$ cat config.mk
export PLATFORM = sky130hd
export DESIGN_NAME = prog_seq_ctrl
export DESIGN_NICKNAME = d
export VERILOG_FILES = /design/src/rtl/prog_seq_pkg.sv /design/src/rtl/prog_seq_ret_stack.sv /design/src/rtl/prog_seq_ctrl.sv
export SDC_FILE = /design/constraint.sdc
export NUM_CORES = 1
export LEC_CHECK = 0
export ABC_AREA = 1
export BUFFER_PORTS_ARGS = -buffer_cell sky130_fd_sc_hd__buf_2
export CORE_AREA = 5 5 56 58
export CTS_CLUSTER_SIZE = 20
export DETAILED_ROUTE_END_ITERATION = 12
export DIE_AREA = 0 0 61 63
export PLACE_DENSITY = 0.89
export SLEW_MARGIN = 15
export SYNTH_ARGS = -nofsm -noshare
export SYNTH_HDL_FRONTEND = slang
export SYNTH_SLANG_ARGS = --single-unit
export TNS_END_PERCENT = 20
$ cat constraint.sdc
create_clock -name clk -period 2.45 [get_ports clk]
set_input_delay 0.3675 -clock clk [delete_from_list [all_inputs] [get_ports clk]]
set_output_delay 0.3675 -clock clk [all_outputs]
set_load 0.01 [all_outputs]
$ cat src/rtl/prog_seq_pkg.sv
// prog_seq_pkg: shared definitions for the program sequencer.
//   DEF_ADDR_W      - default program-address width
//   DEF_STACK_DEPTH - default return-address stack depth
//   addr_t          - program address type at the default width
//   next_sel_e      - next-address source chosen by the priority encoder
package prog_seq_pkg;

    localparam int DEF_ADDR_W      = 4;
    localparam int DEF_STACK_DEPTH = 4;

    typedef logic [DEF_ADDR_W-1:0] addr_t;

    typedef enum logic [2:0] {
        SEL_RST  = 3'd0,
        SEL_HOLD = 3'd1,
        SEL_RET  = 3'd2,
        SEL_CALL = 3'd3,
        SEL_JMP  = 3'd4,
        SEL_JNZ  = 3'd5,
        SEL_INC  = 3'd6
    } next_sel_e;

endpackage

$ cat src/rtl/prog_seq_ret_stack.sv
// prog_seq_ret_stack: LIFO of return addresses for call/ret.
//   clk, sync_reset       - clock and synchronous active-high reset
//   push, pop             - one operation per cycle (push has priority)
//   push_data             - return address to store
//   top_data              - newest entry, forced to 0 while empty
//   empty, full           - occupancy flags derived from the pointer
//   err                   - sticky overflow/underflow flag
module prog_seq_ret_stack
    import prog_seq_pkg::*;
#(
    parameter int ADDR_W      = DEF_ADDR_W,
    parameter int STACK_DEPTH = DEF_STACK_DEPTH
) (
    input  logic              clk,
    input  logic              sync_reset,
    input  logic              push,
    input  logic              pop,
    input  logic [ADDR_W-1:0] push_data,
    output logic [ADDR_W-1:0] top_data,
    output logic              empty,
    output logic              full,
    output logic              err
);

    localparam int IDX_W = $clog2(STACK_DEPTH);
    localparam int SP_W  = IDX_W + 1;
    localparam logic [SP_W-1:0] SP_FULL = SP_W'(STACK_DEPTH);

    logic [ADDR_W-1:0] entry_r [STACK_DEPTH];
    logic [SP_W-1:0]   sp_r;
    logic              err_r;
    logic              empty_s;
    logic              full_s;
    logic [IDX_W-1:0]  top_idx_s;
    logic [ADDR_W-1:0] top_data_s;

    assign empty_s   = (sp_r == SP_W'(0));
    assign full_s    = (sp_r == SP_FULL);
    assign top_idx_s = sp_r[IDX_W-1:0] - IDX_W'(1);

    // Top-of-stack read; entries are never reset, so the empty case is
    // forced to zero to keep unwritten storage away from pm_addr.
    always_comb begin
        top_data_s = {ADDR_W{1'b0}};
        if (empty_s) begin
            top_data_s = {ADDR_W{1'b0}};
        end else begin
            top_data_s = entry_r[top_idx_s];
        end
    end

    // Stack pointer and sticky error; a rejected push/pop leaves sp alone.
    always_ff @(posedge clk) begin
        if (sync_reset) begin
            sp_r  <= SP_W'(0);
            err_r <= 1'b0;
        end else if (push) begin
            if (full_s) begin
                err_r <= 1'b1;
            end else begin
                sp_r <= sp_r + SP_W'(1);
            end
        end else if (pop) begin
            if (empty_s) begin
                err_r <= 1'b1;
            end else begin
                sp_r <= sp_r - SP_W'(1);
            end
        end else begin
            sp_r  <= sp_r;
            err_r <= err_r;
        end
    end

    // Entry storage write; no reset needed because sp gates every read.
    always_ff @(posedge clk) begin
        if (!sync_reset && push && !full_s) begin
            entry_r[sp_r[IDX_W-1:0]] <= push_data;
        end
    end

    assign top_data = top_data_s;
    assign empty    = empty_s;
    assign full     = full_s;
    assign err      = err_r;

endmodule

$ cat src/rtl/prog_seq_ctrl.sv
// prog_seq_ctrl: program counter, next-address priority select and
// return-address stack for the program sequencer.
//   clk, sync_reset                - clock, synchronous active-high reset
//   jmp, jmp_nz, dont_jmp, jmp_addr - jump controls and target
//   call, ret                      - subroutine call / return
//   stall                          - hold pc and stack this cycle
//   pc                             - registered program counter
//   pm_addr                        - next address (combinational) to memory
//   stack_empty/full/err           - return stack status
module prog_seq_ctrl
    import prog_seq_pkg::*;
#(
    parameter int ADDR_W      = DEF_ADDR_W,
    parameter int STACK_DEPTH = DEF_STACK_DEPTH
) (
    input  logic              clk,
    input  logic              sync_reset,
    input  logic              jmp,
    input  logic              jmp_nz,
    input  logic              dont_jmp,
    input  logic [ADDR_W-1:0] jmp_addr,
    input  logic              call,
    input  logic              ret,
    input  logic              stall,
    output logic [ADDR_W-1:0] pc,
    output logic [ADDR_W-1:0] pm_addr,
    output logic              stack_empty,
    output logic              stack_full,
    output logic              stack_err
);

    logic [ADDR_W-1:0] pc_r;
    logic [ADDR_W-1:0] pc_inc_s;
    logic [ADDR_W-1:0] pm_addr_s;
    logic [ADDR_W-1:0] stack_top_s;
    logic              stack_empty_s;
    logic              push_s;
    logic              pop_s;
    next_sel_e         sel_s;

    assign pc_inc_s = pc_r + ADDR_W'(1);

    // Priority encoder; a ret on an empty stack falls back to increment
    // and swallows every lower-priority control.
    always_comb begin
        sel_s = SEL_INC;
        if (sync_reset) begin
            sel_s = SEL_RST;
        end else if (stall) begin
            sel_s = SEL_HOLD;
        end else if (ret) begin
            if (stack_empty_s) begin
                sel_s = SEL_INC;
            end else begin
                sel_s = SEL_RET;
            end
        end else if (call) begin
            sel_s = SEL_CALL;
        end else if (jmp) begin
            sel_s = SEL_JMP;
        end else if (jmp_nz && !dont_jmp) begin
            sel_s = SEL_JNZ;
        end else begin
            sel_s = SEL_INC;
        end
    end

    // Next-address mux feeding program memory directly.
    always_comb begin
        pm_addr_s = {ADDR_W{1'b0}};
        case (sel_s)
            SEL_RST:  pm_addr_s = {ADDR_W{1'b0}};
            SEL_HOLD: pm_addr_s = pc_r;
            SEL_RET:  pm_addr_s = stack_top_s;
            SEL_CALL: pm_addr_s = jmp_addr;
            SEL_JMP:  pm_addr_s = jmp_addr;
            SEL_JNZ:  pm_addr_s = jmp_addr;
            SEL_INC:  pm_addr_s = pc_inc_s;
            default:  pm_addr_s = {ADDR_W{1'b0}};
        endcase
    end

    // The stack sees a pop for any un-stalled ret so it can flag underflow;
    // a push is issued only when call actually wins (overflow flagged there).
    assign push_s = (sel_s == SEL_CALL);
    assign pop_s  = !sync_reset && !stall && ret;

    // Program counter follows pm_addr every cycle.
    always_ff @(posedge clk) begin
        if (sync_reset) begin
            pc_r <= {ADDR_W{1'b0}};
        end else begin
            pc_r <= pm_addr_s;
        end
    end

    prog_seq_ret_stack #(
        .ADDR_W      (ADDR_W),
        .STACK_DEPTH (STACK_DEPTH)
    ) u_ret_stack (
        .clk        (clk),
        .sync_reset (sync_reset),
        .push       (push_s),
        .pop        (pop_s),
        .push_data  (pc_inc_s),
        .top_data   (stack_top_s),
        .empty      (stack_empty_s),
        .full       (stack_full),
        .err        (stack_err)
    );

    assign pc          = pc_r;
    assign pm_addr     = pm_addr_s;
    assign stack_empty = stack_empty_s;

endmodule

Word level (Yosys, flattened, before mapping):

Memories as Yosys holds them, arrays and structs flattened.
Index checks and enable logic that the tools add are counted.

* flip-flop bits (word level): 8
* latch bits: 0
* memory bits (writable): 16
* ROM bits: 0
* bits of input ports: 12
* output and inout bits: 11
* memories: 1

Memory list
* u_ret_stack.entry_r: depth 4, width 4, read ports 1, clocked after Yosys merged registers in 0, write ports 1, RTL line prog_seq_ret_stack.sv:29 `logic [ADDR_W-1:0] entry_r [STACK_DEPTH];`

* add/subtract/negate cells: 4
* multipliers: 0
* div/mod/pow operators: 0
* order comparisons: 0
* eq/ne operators: 10
* shift-type cells: 0
* muxes and demuxes: 19
* bitwise gates (word level): 0
* reductions and logical operators: 15

Operators with widths (count)
* $mux W3: 9
* $pmux W4 S4: 1
* $eq A3 B3 Y1 const B: 4
* $eq A3 B2 Y1 const B: 2
* $mux W1: 6
* $reduce_and A3 Y1: 2
* $logic_and A1 B1 Y1: 5
* $add A4 B1 Y4 const B: 1
* $logic_not A1 Y1: 4
* $mux W2: 2
* $mux W4: 1
* $ne A2 B2 Y1 const B: 2
* $reduce_bool A2 Y1: 2
* $add A3 B1 Y3 const B: 1
* $eq A3 B1 Y1 const B: 1
* $logic_not A3 Y1: 1
* $reduce_or A3 Y1: 1
* $sub A3 B1 Y3 const B: 1
* $ne A2 B1 Y1 const B: 1
* $sub A2 B1 Y2 const B: 1

Logic depth before layout (Yosys ltp):

Gate-level depths: netlist of the first run.

* depth in word-level cells: 13
* gate-level depth with buffers: 12
* mapped depth without buffers: 12

By module:

Synthesis of the first run repeated with hierarchy kept, for this count alone.

* cell total of the unflattened synthesis: 175
* area total of the unflattened synthesis: 1417.6 µm²

Modules (own cells, without submodules)
* prog_seq_ret_stack: instances 1, cells an instance 102, area an instance 970.9 µm², sequential area each 560.5 µm²
* prog_seq_ctrl: instances 1, cells an instance 73, area an instance 446.7 µm², sequential area each 80.1 µm²

Worst setup path after synthesis of the first run:

OpenSTA, ideal clock, no wires.

* kind: reg-to-output
* start point: register u_ret_stack.sp_r[0]
* end point: output pm_addr[0]
* arrival time: 1.695 ns
* data required time: 2.082 ns
* path slack: 0.387 ns
* cell stages (with the launch flop): 11
* buffers on the path: 1
* path through: dfxtp_1 buf_2 inv_2 ha_1 inv_1 nor2_1 o21ai_2 nand2_1 nor2_1 nand2_1 o2111ai_1

* elaborated cells between the ends (all ways): 16
* classes of those cells: add/sub: 1; eq/ne: 6; mux: 6; reduce/logical: 2; memory: 1

RTL lines
* start, declared: RTL line prog_seq_ret_stack.sv:30 `logic [SP_W-1:0] sp_r;`
* start signal, assigned: RTL line prog_seq_ret_stack.sv:61 `sp_r <= sp_r + SP_W'(1);`
* start signal, assigned: RTL line prog_seq_ret_stack.sv:67 `sp_r <= sp_r - SP_W'(1);`
* start signal, assigned: RTL line prog_seq_ret_stack.sv:70 `sp_r <= sp_r;`
* $sub A2 B1 Y2: RTL line prog_seq_ret_stack.sv:39 `assign top_idx_s = sp_r[IDX_W-1:0] - IDX_W'(1);`
* net u_ret_stack.top_idx_s[0]: RTL line prog_seq_ret_stack.sv:34 `logic [IDX_W-1:0] top_idx_s;`
* $mem_v2 Z4 W4
* $mux W4: RTL line prog_seq_ret_stack.sv:45 `if (empty_s) begin`
* $pmux W4 S4: RTL line prog_seq_ctrl.sv:71 `case (sel_s)`
* end, declared: RTL line prog_seq_ctrl.sv:26 `output logic [ADDR_W-1:0] pm_addr,`

The timed path passes the listed nets, and every way through them passes these cells.

Worst setup path in the final report of the first run:

* start point: register u_ret_stack.sp_r[1]
* end point: output pm_addr[0]

* longest elaborated chain between the ends: 8
* elaborated cells between the ends (all ways): 16
* classes of those cells: add/sub: 1; eq/ne: 6; mux: 6; reduce/logical: 2; memory: 1

Ends and longest elaborated chain
* $logic_not A3 Y1: RTL line prog_seq_ret_stack.sv:37 `assign empty_s = (sp_r == SP_W'(0));`
* $mux W3: RTL line prog_seq_ctrl.sv:52 `if (stack_empty_s) begin`
* $mux W3: RTL line prog_seq_ctrl.sv:51 `end else if (ret) begin`
* $mux W3: RTL line prog_seq_ctrl.sv:49 `end else if (stall) begin`
* $mux W3: RTL line prog_seq_ctrl.sv:47 `if (sync_reset) begin`
* $eq A3 B3 Y1 / $eq A3 B2 Y1 (equally long branches): RTL line prog_seq_ctrl.sv:71
* $reduce_or A3 Y1 (no line)
* $pmux W4 S4 (*): RTL line prog_seq_ctrl.sv:71

Every way passes the cells marked *; elsewhere a longest branch is shown, timed or not.

==> results of run 1 <==
-- synth_stat cells, types with 3 or more instances --
master     instances
nand3_2            3
o21ai_0            5
nand2_1           22
o2111ai_1          4
inv_2              4
edfxtp_1          16
ha_1               5
inv_1             16
nand3_1            4
nand2_2            4
o32ai_1            4
nor2_2             5
nor2_1            26
dfxtp_1            8
-- worst register-to-register path, cell delays in order, from the launching register on --
cell,delay [ps]
dfxtp_1,360
inv_4,140
ha_4,150
inv_1,40
nor2_2,180
inv_1,90
nor2_1,350
-- power breakdown --
group / switching [mW] / leakage (nW) / total (mW) / internal, mW
Clock: 0.117 / 0.0279 / 0.282 / 0.165
Combinational: 0.113 / 0.472 / 0.180 / 0.0669
Sequential: 0.0109 / 0.211 / 0.464 / 0.453
-- through the flow --
| step | instances | TNS [ps] |
|---|---|---|
| after floorplan | 148 | 0 |
| after global placement | 201 | 0 |
| after detailed placement | 201 | 0 |
| after CTS | 205 | 0 |
| after global routing | 205 | -35.2 |
| final | 205 | 0 |
-- worst max-delay path by stage --
stage	from	end	slack (ps)	depth (start not counted)
floorplan	u_ret_stack.sp_r[0]$_SDFFE_PP0P_	pm_addr[0]	390	10
global placement	u_ret_stack.sp_r[1]$_SDFFE_PP0P_	pm_addr[2]	460	6
detailed placement	u_ret_stack.sp_r[1]$_SDFFE_PP0P_	pm_addr[2]	320	6
CTS	u_ret_stack.sp_r[1]$_SDFFE_PP0P_	pm_addr[0]	10	10
global route	u_ret_stack.sp_r[1]$_SDFFE_PP0P_	pm_addr[3]	-20	10
finish	u_ret_stack.sp_r[1]$_SDFFE_PP0P_	pm_addr[0]	140	10
-- what timing repair did --
item	in CTS	in global routing
setup endpoints to repair	2	4
pin swaps	0	1
cloned	0	0
buffers inserted	0	0
gates resized for setup	2	12
-- cells in the final DEF, fill, tap and decap left out, types with 5 or more instances in the layout --
cell,instances
inv_1,16
buf_2,22
edfxtp_1,16
nor2_2,5
dfxtp_1,7
nor2_1,24
nand2_1,21
o21ai_0,5
nand2_2,5
-- registers in the layout, summed over array words and instances, names as in the netlist --
signal               count
pc                       4
u_ret_stack.err          1
u_ret_stack.entry_r     16
u_ret_stack.sp_r         3
-- per-layer routing --
| layer | vias to the layer above | GRT usage | wire length, um |
|---|---|---|---|
| met3 | 10 | 0.0186 | 184 |
| met5 | - | 0 | 0 |
| met2 | 48 | 0.302 | 1600 |
| met1 | 525 | 0.215 | 1180 |
| met4 | 0 | 0.0705 | 65 |
| li1 | 550 | - | - |
-- layout make-up --
| type | count | area, sq um |
|---|---|---|
| fill | 214 | 966 |
| multi-input combinational | 102 | 712 |
| sequential | 24 | 642 |
| timing repair buffer | 23 | 118 |
| inverter | 21 | 86.3 |
| tap | 31 | 38.8 |
| clock inverter | 1 | 30.0 |
| clock buffer | 3 | 22.5 |
-- kinds of logic after synthesis --
| logic type | share of synthesized area |
|---|---|
| AND/OR/NAND/NOR | 0.262 |
| flip-flops | 0.466 |
| AO/OA/AOI/OAI | 0.134 |
| buffers and inverters | 0.0647 |
| adder cells (fa/ha/maj) | 0.0601 |
| XOR/XNOR | 0.0128 |
==> impl_metrics.env, run 1 <==
export IMPL_cts_tree="built"
export IMPL_worst_path_dominant_cell_family="flip-flops"
export IMPL_critPathKind="reg -> out"
export IMPL_cap_viol_max_count=0
export IMPL_drive_gt1_frac=0.356
export IMPL_antenna_found_initial=0
export IMPL_setup_slack_ps=140
export IMPL_drt_wirelength_per_cell_um=14.8
export IMPL_grt_max_degree=15
export IMPL_arrival_ps=1940
export IMPL_fmax_mhz=433
export IMPL_die_height_um=63
export IMPL_synth_top_area_cell="edfxtp_1"
export IMPL_worst_path_max_fanout=5
export IMPL_n_antenna_cell=0
export IMPL_hold_class="in -> reg"
export IMPL_min_from="sync_reset"
export IMPL_cts_root_buffer="clkbuf_4"
export IMPL_hold_end="u_ret_stack.sp_r[2]$_SDFFE_PP0P_"
export IMPL_routed_wl_mm=3.03
export IMPL_ir_drop_mv=0.479
export IMPL_async_flop_share=0
export IMPL_fp_row_count=19
export IMPL_cp_slowest_cell="dfxtp_2"
export IMPL_ant_nets=0
export IMPL_grt_overflow_total=0
export IMPL_die_area_sq_um=3840
export IMPL_post_route_period_util=0.943
export IMPL_start_util=0.525
export IMPL_ys_types=30
export IMPL_num_vias=1133
export IMPL_fin_crit_ps=2310
export IMPL_core_area_sq_um=2620
export IMPL_leakagePower_nw=0.712
export IMPL_fin_util=0.631
export IMPL_clockBufferDepth=2
export IMPL_htreeDepth=1
export IMPL_grt_pass1_wl_mm=5.14
export IMPL_p_per_area_nw_per_um2=561
export IMPL_r2r_cells=6
export IMPL_grt_use_total=0.175
export IMPL_cpPeakStageDelay_ps=400
export IMPL_die_width_um=61
export IMPL_syn_to_final_growth_pct=20.0
export IMPL_synth_top_area_frac=0.350
export IMPL_r2r_start="u_ret_stack.sp_r[0]$_SDFFE_PP0P_"
export IMPL_setup_viol=0
export IMPL_hpwl_mm=2.36
export IMPL_ys_warn_count=0
export IMPL_power_mw=0.926
export IMPL_placed_area_sq_um=1530
export IMPL_io_buffers=22
export IMPL_post_place_ws_ps=321
export IMPL_ys_seq_area_frac=0.466
export IMPL_worst_slew_pin_slew_ps=471
export IMPL_drt_initial_drc_count=56
export IMPL_final_nets=193
export IMPL_clock_latency_ps=310
export IMPL_ys_ff_latch=24
export IMPL_synth_edff_count=16
export IMPL_status="finished clean"
export IMPL_hold_path_depth=2
export IMPL_hold_ws_ps=276
export IMPL_slew_headroom=0.685
export IMPL_final_max_slew_viol_count=0
export IMPL_yosys_top_cells_area="edfxtp_1 (35%), dfxtp_1 (12%), nor2_1 (7.1%), nand2_1 (6.0%), ha_1 (4.6%)"
export IMPL_place_congestion=0.884
export IMPL_final_cell_area_sq_um=1650
export IMPL_clock_skew_ps=1.01
export IMPL_hold_buffers=0
export IMPL_synthesis_area_sq_um=1370
export IMPL_synthCells=148
export IMPL_r2r_end="u_ret_stack.entry_r[0][1]$_DFFE_PP_"
export IMPL_crit_top_cell="inv_1"
export IMPL_path_cells="inv_1 > ha_4 > inv_1 > nor2_2 > o21ai_4 > nand2_2 > nor2_4 > nand2_1 > o2111ai_1 > buf_2"
export IMPL_end_kind="output port"
export IMPL_syn_avg_cell_area_sq_um=9.28
export IMPL_drc=0
export IMPL_grt_pass1_vias=1122
export IMPL_cp_start_kind="flop"
export IMPL_hold_violations=0
export IMPL_viasPerCell=5.53
export IMPL_boundaryPins=23
export IMPL_worstPathRequired_ps=2080
export IMPL_drt_pre_antenna_iters=5
export IMPL_r2r_setup_slack_ps=810
export IMPL_path_clk_slew_ps=130
export IMPL_clock_sinks=24
export IMPL_path_buf_inv=3
export IMPL_syn_nets=166
export IMPL_ys_flop_type="edfxtp_1"
export IMPL_numCtsBuffers=3
No activity file was read; power rests on OpenSTA's default activity.
==> inputs of run 2 (changes only) <==
--- a/config.mk
+++ b/config.mk
@@ -5,13 +5,12 @@
 export SDC_FILE = /design/constraint.sdc
 export NUM_CORES = 1
 export LEC_CHECK = 0
-export ABC_AREA = 1
 export BUFFER_PORTS_ARGS = -buffer_cell sky130_fd_sc_hd__buf_2
-export CORE_AREA = 5 5 56 58
+export CORE_AREA = 5 5 55 57
 export CTS_CLUSTER_SIZE = 20
 export DETAILED_ROUTE_END_ITERATION = 12
-export DIE_AREA = 0 0 61 63
-export PLACE_DENSITY = 0.89
+export DIE_AREA = 0 0 60 62
+export PLACE_DENSITY = 0.88
 export SLEW_MARGIN = 15
 export SYNTH_ARGS = -nofsm -noshare
 export SYNTH_HDL_FRONTEND = slang
==> impl_metrics.env, run 2 <==
export IMPL_post_place_ws_ps=269
export IMPL_place_inst=157
export IMPL_fin_util=0.628
export IMPL_synth_edff_count=16
export IMPL_cp_start_kind="flop"
export IMPL_io_buffers=22
export IMPL_die_height_um=62
export IMPL_drt_initial_drc_count=45
export IMPL_ir_drop_mv=0.436
export IMPL_path_buf_inv=2
export IMPL_cap_viol_max_count=0
export IMPL_final_common_cell="buf_2"
export IMPL_cts_root_buffer="clkbuf_4"
export IMPL_ys_seq_area_frac=0.495
export IMPL_routed_wl_mm=2.85
export IMPL_grt_pass1_vias=993
export IMPL_grt_setup_unrepaired="false"
export IMPL_core_area_sq_um=2430
export IMPL_cts_tree="built"
export IMPL_final_max_slew_viol_count=0
export IMPL_worstPathRequired_ps=2080
export IMPL_clock_latency_ps=310
export IMPL_grt_use_total=0.167
export IMPL_leakagePower_nw=0.616
export IMPL_ys_flop_type="edfxtp_1"
export IMPL_numCtsBuffers=3
export IMPL_synth_top_area_cell="edfxtp_1"
export IMPL_arrival_ps=1930
export IMPL_path_clk_slew_ps=130
export IMPL_clock_skew_ps=0.915
export IMPL_setup_viol=0
export IMPL_synth_top_area_frac=0.371
export IMPL_boundaryPins=23
export IMPL_cp_slowest_cell="dfxtp_4"
export IMPL_worst_path_dominant_cell_family="flip-flops"
export IMPL_syn_nets=125
export IMPL_grt_pass1_wl_mm=4.53
export IMPL_drive_gt1_frac=0.344
export IMPL_synthesis_area_sq_um=1290
export IMPL_r2r_setup_slack_ps=850
export IMPL_cpPeakStageDelay_ps=400
export IMPL_drc=0
export IMPL_final_cell_mix="buf_2 (22), edfxtp_1 (16), inv_1 (10), nor2_1 (7), a211oi_1 (6)"
export IMPL_hold_class="in -> reg"
export IMPL_fin_crit_ps=2290
export IMPL_end_kind="output port"
export IMPL_post_route_period_util=0.936
export IMPL_num_vias=964
export IMPL_status="finished clean"
export IMPL_die_width_um=60
export IMPL_fmax_mhz=436
export IMPL_synthCells=107
export IMPL_ant_nets=0
export IMPL_viasPerCell=5.99
export IMPL_synth_commonest_cells="edfxtp_1 (16), inv_1 (10), dfxtp_1 (8), nor2_1 (8), a211oi_1 (6)"
export IMPL_clock_sinks=24
export IMPL_hold_violations=0
export IMPL_clockBufferDepth=2
export IMPL_grt_max_degree=15
export IMPL_worst_slew_pin_slew_ps=546
export IMPL_syn_avg_cell_area_sq_um=12.1
export IMPL_syn_to_final_growth_pct=17.9
export IMPL_drt_wirelength_per_cell_um=17.7
export IMPL_async_flop_share=0
export IMPL_hold_buffers=0
export IMPL_synthMostInstantiatedCell="edfxtp_1"
export IMPL_antenna_found_initial=0
export IMPL_path_cells="inv_1 > ha_4 > mux4_2 > nor2_2 > a211oi_1 > a211o_1 > buf_2"
export IMPL_ys_warn_count=0
export IMPL_tns_ps=0
export IMPL_p_per_area_nw_per_um2=621
export IMPL_place_congestion=0.880
export IMPL_grt_overflow_total=0
export IMPL_htreeDepth=1
export IMPL_setup_slack_ps=156
export IMPL_ys_ff_latch=24
export IMPL_hpwl_mm=2.13
export IMPL_drt_pre_antenna_iters=4
export IMPL_start_util=0.532
export IMPL_worst_path_max_fanout=5
export IMPL_die_area_sq_um=3720
export IMPL_fp_row_count=18
export IMPL_largest_register_ff_count=16
export IMPL_post_cts_buffers=0
export IMPL_n_antenna_cell=0
export IMPL_slew_headroom=0.635
export IMPL_critPathKind="reg -> out"
export IMPL_yosys_top_cells_area="edfxtp_1 (37%), dfxtp_1 (12%), mux4_2 (7.0%), ha_1 (4.8%), a211oi_1 (3.5%)"
export IMPL_final_nets=150
export IMPL_fin_cells=161
export IMPL_ys_types=36
run 2: cell count changes after synthesis, moves of 4 or more:
cell | before | now
a211oi_1 | 0 | 6
a31oi_1 | 0 | 4
inv_1 | 16 | 10
mux4_2 | 0 | 4
nand2_1 | 22 | 3
nand2_2 | 4 | 0
nor2_1 | 26 | 8
nor2_2 | 5 | 0
nor3_1 | 0 | 4
o32ai_1 | 4 | 0
run 2: metal layers:
metal	share of wire	vias to the layer above	wire, um	GRT usage
li1	-	451	-	-
met5	0	-	0	0
met3	0.054	6	153	0.0289
met4	0.016	0	46	0.0759
met1	0.40	473	1140	0.208
met2	0.53	34	1510	0.285
run 2: worst paths after layout:
kind | endpoint | cells after the start | from
max | pm_addr[3] | 7 | u_ret_stack.sp_r[1]$_SDFFE_PP0P_
max reg2reg | u_ret_stack.sp_r[2]$_SDFFE_PP0P_ | 5 | u_ret_stack.sp_r[0]$_SDFFE_PP0P_
min reg2reg | u_ret_stack.err$_SDFFE_PP0P_ | 2 | u_ret_stack.err$_SDFFE_PP0P_
min | u_ret_stack.err$_SDFFE_PP0P_ | 2 | sync_reset
run 2: per-stage QoR:
step,hold slack [ps],total power [mW],area (sq um)
2_1_floorplan,505,0.593,1290
3_3_place_gp,453,0.643,1430
3_5_place_dp,455,0.654,1430
4_1_cts,363,0.945,1500
5_1_grt,361,1.00,1530
6_report,371,0.948,1530
run 2: repair_timing:
action                     in CTS  in global routing
resized for setup               4                  7
hold endpoints to repair        0                  0
setup endpoints to repair       3                  3
pin swaps                       0                  0
run 2: worst register-to-register path, cell delays in order (launching register included):
cell and delay [ps]:
dfxtp_2 340, buf_4 170, fa_1 490, mux2_4 290, a21oi_1 150, nor3_1 60
run 2: cell type report:
| cell class | instances | area, sq um |
|---|---|---|
| repair buffers | 23 | 118 |
| well taps | 30 | 37.5 |
| inverters | 11 | 41.3 |
| clock inverters | 1 | 30.0 |
| clock buffers | 3 | 22.5 |
| flip-flops and latches | 24 | 647 |
| multi-input cells | 69 | 631 |
| fillers | 203 | 906 |
run 2: kinds of logic after synthesis:
kind of cell,Yosys count,synth area share
AO/OA/AOI/OAI,27,0.152
AND/OR/NAND/NOR,24,0.108
flip-flops,24,0.495
buffers and inverters,14,0.0502
multiplexers,8,0.104
adder cells (fa/ha/maj),6,0.0638
XOR/XNOR,4,0.0271
run 2: power breakdown:
part / total, mW / leakage [nW] / switching (mW) / internal (mW)
clock: 0.285 / 0.0279 / 0.119 / 0.165
sequential: 0.467 / 0.211 / 0.0140 / 0.453
combinational: 0.196 / 0.376 / 0.111 / 0.0843
total: 0.948 / 0.616 / 0.245 / 0.703
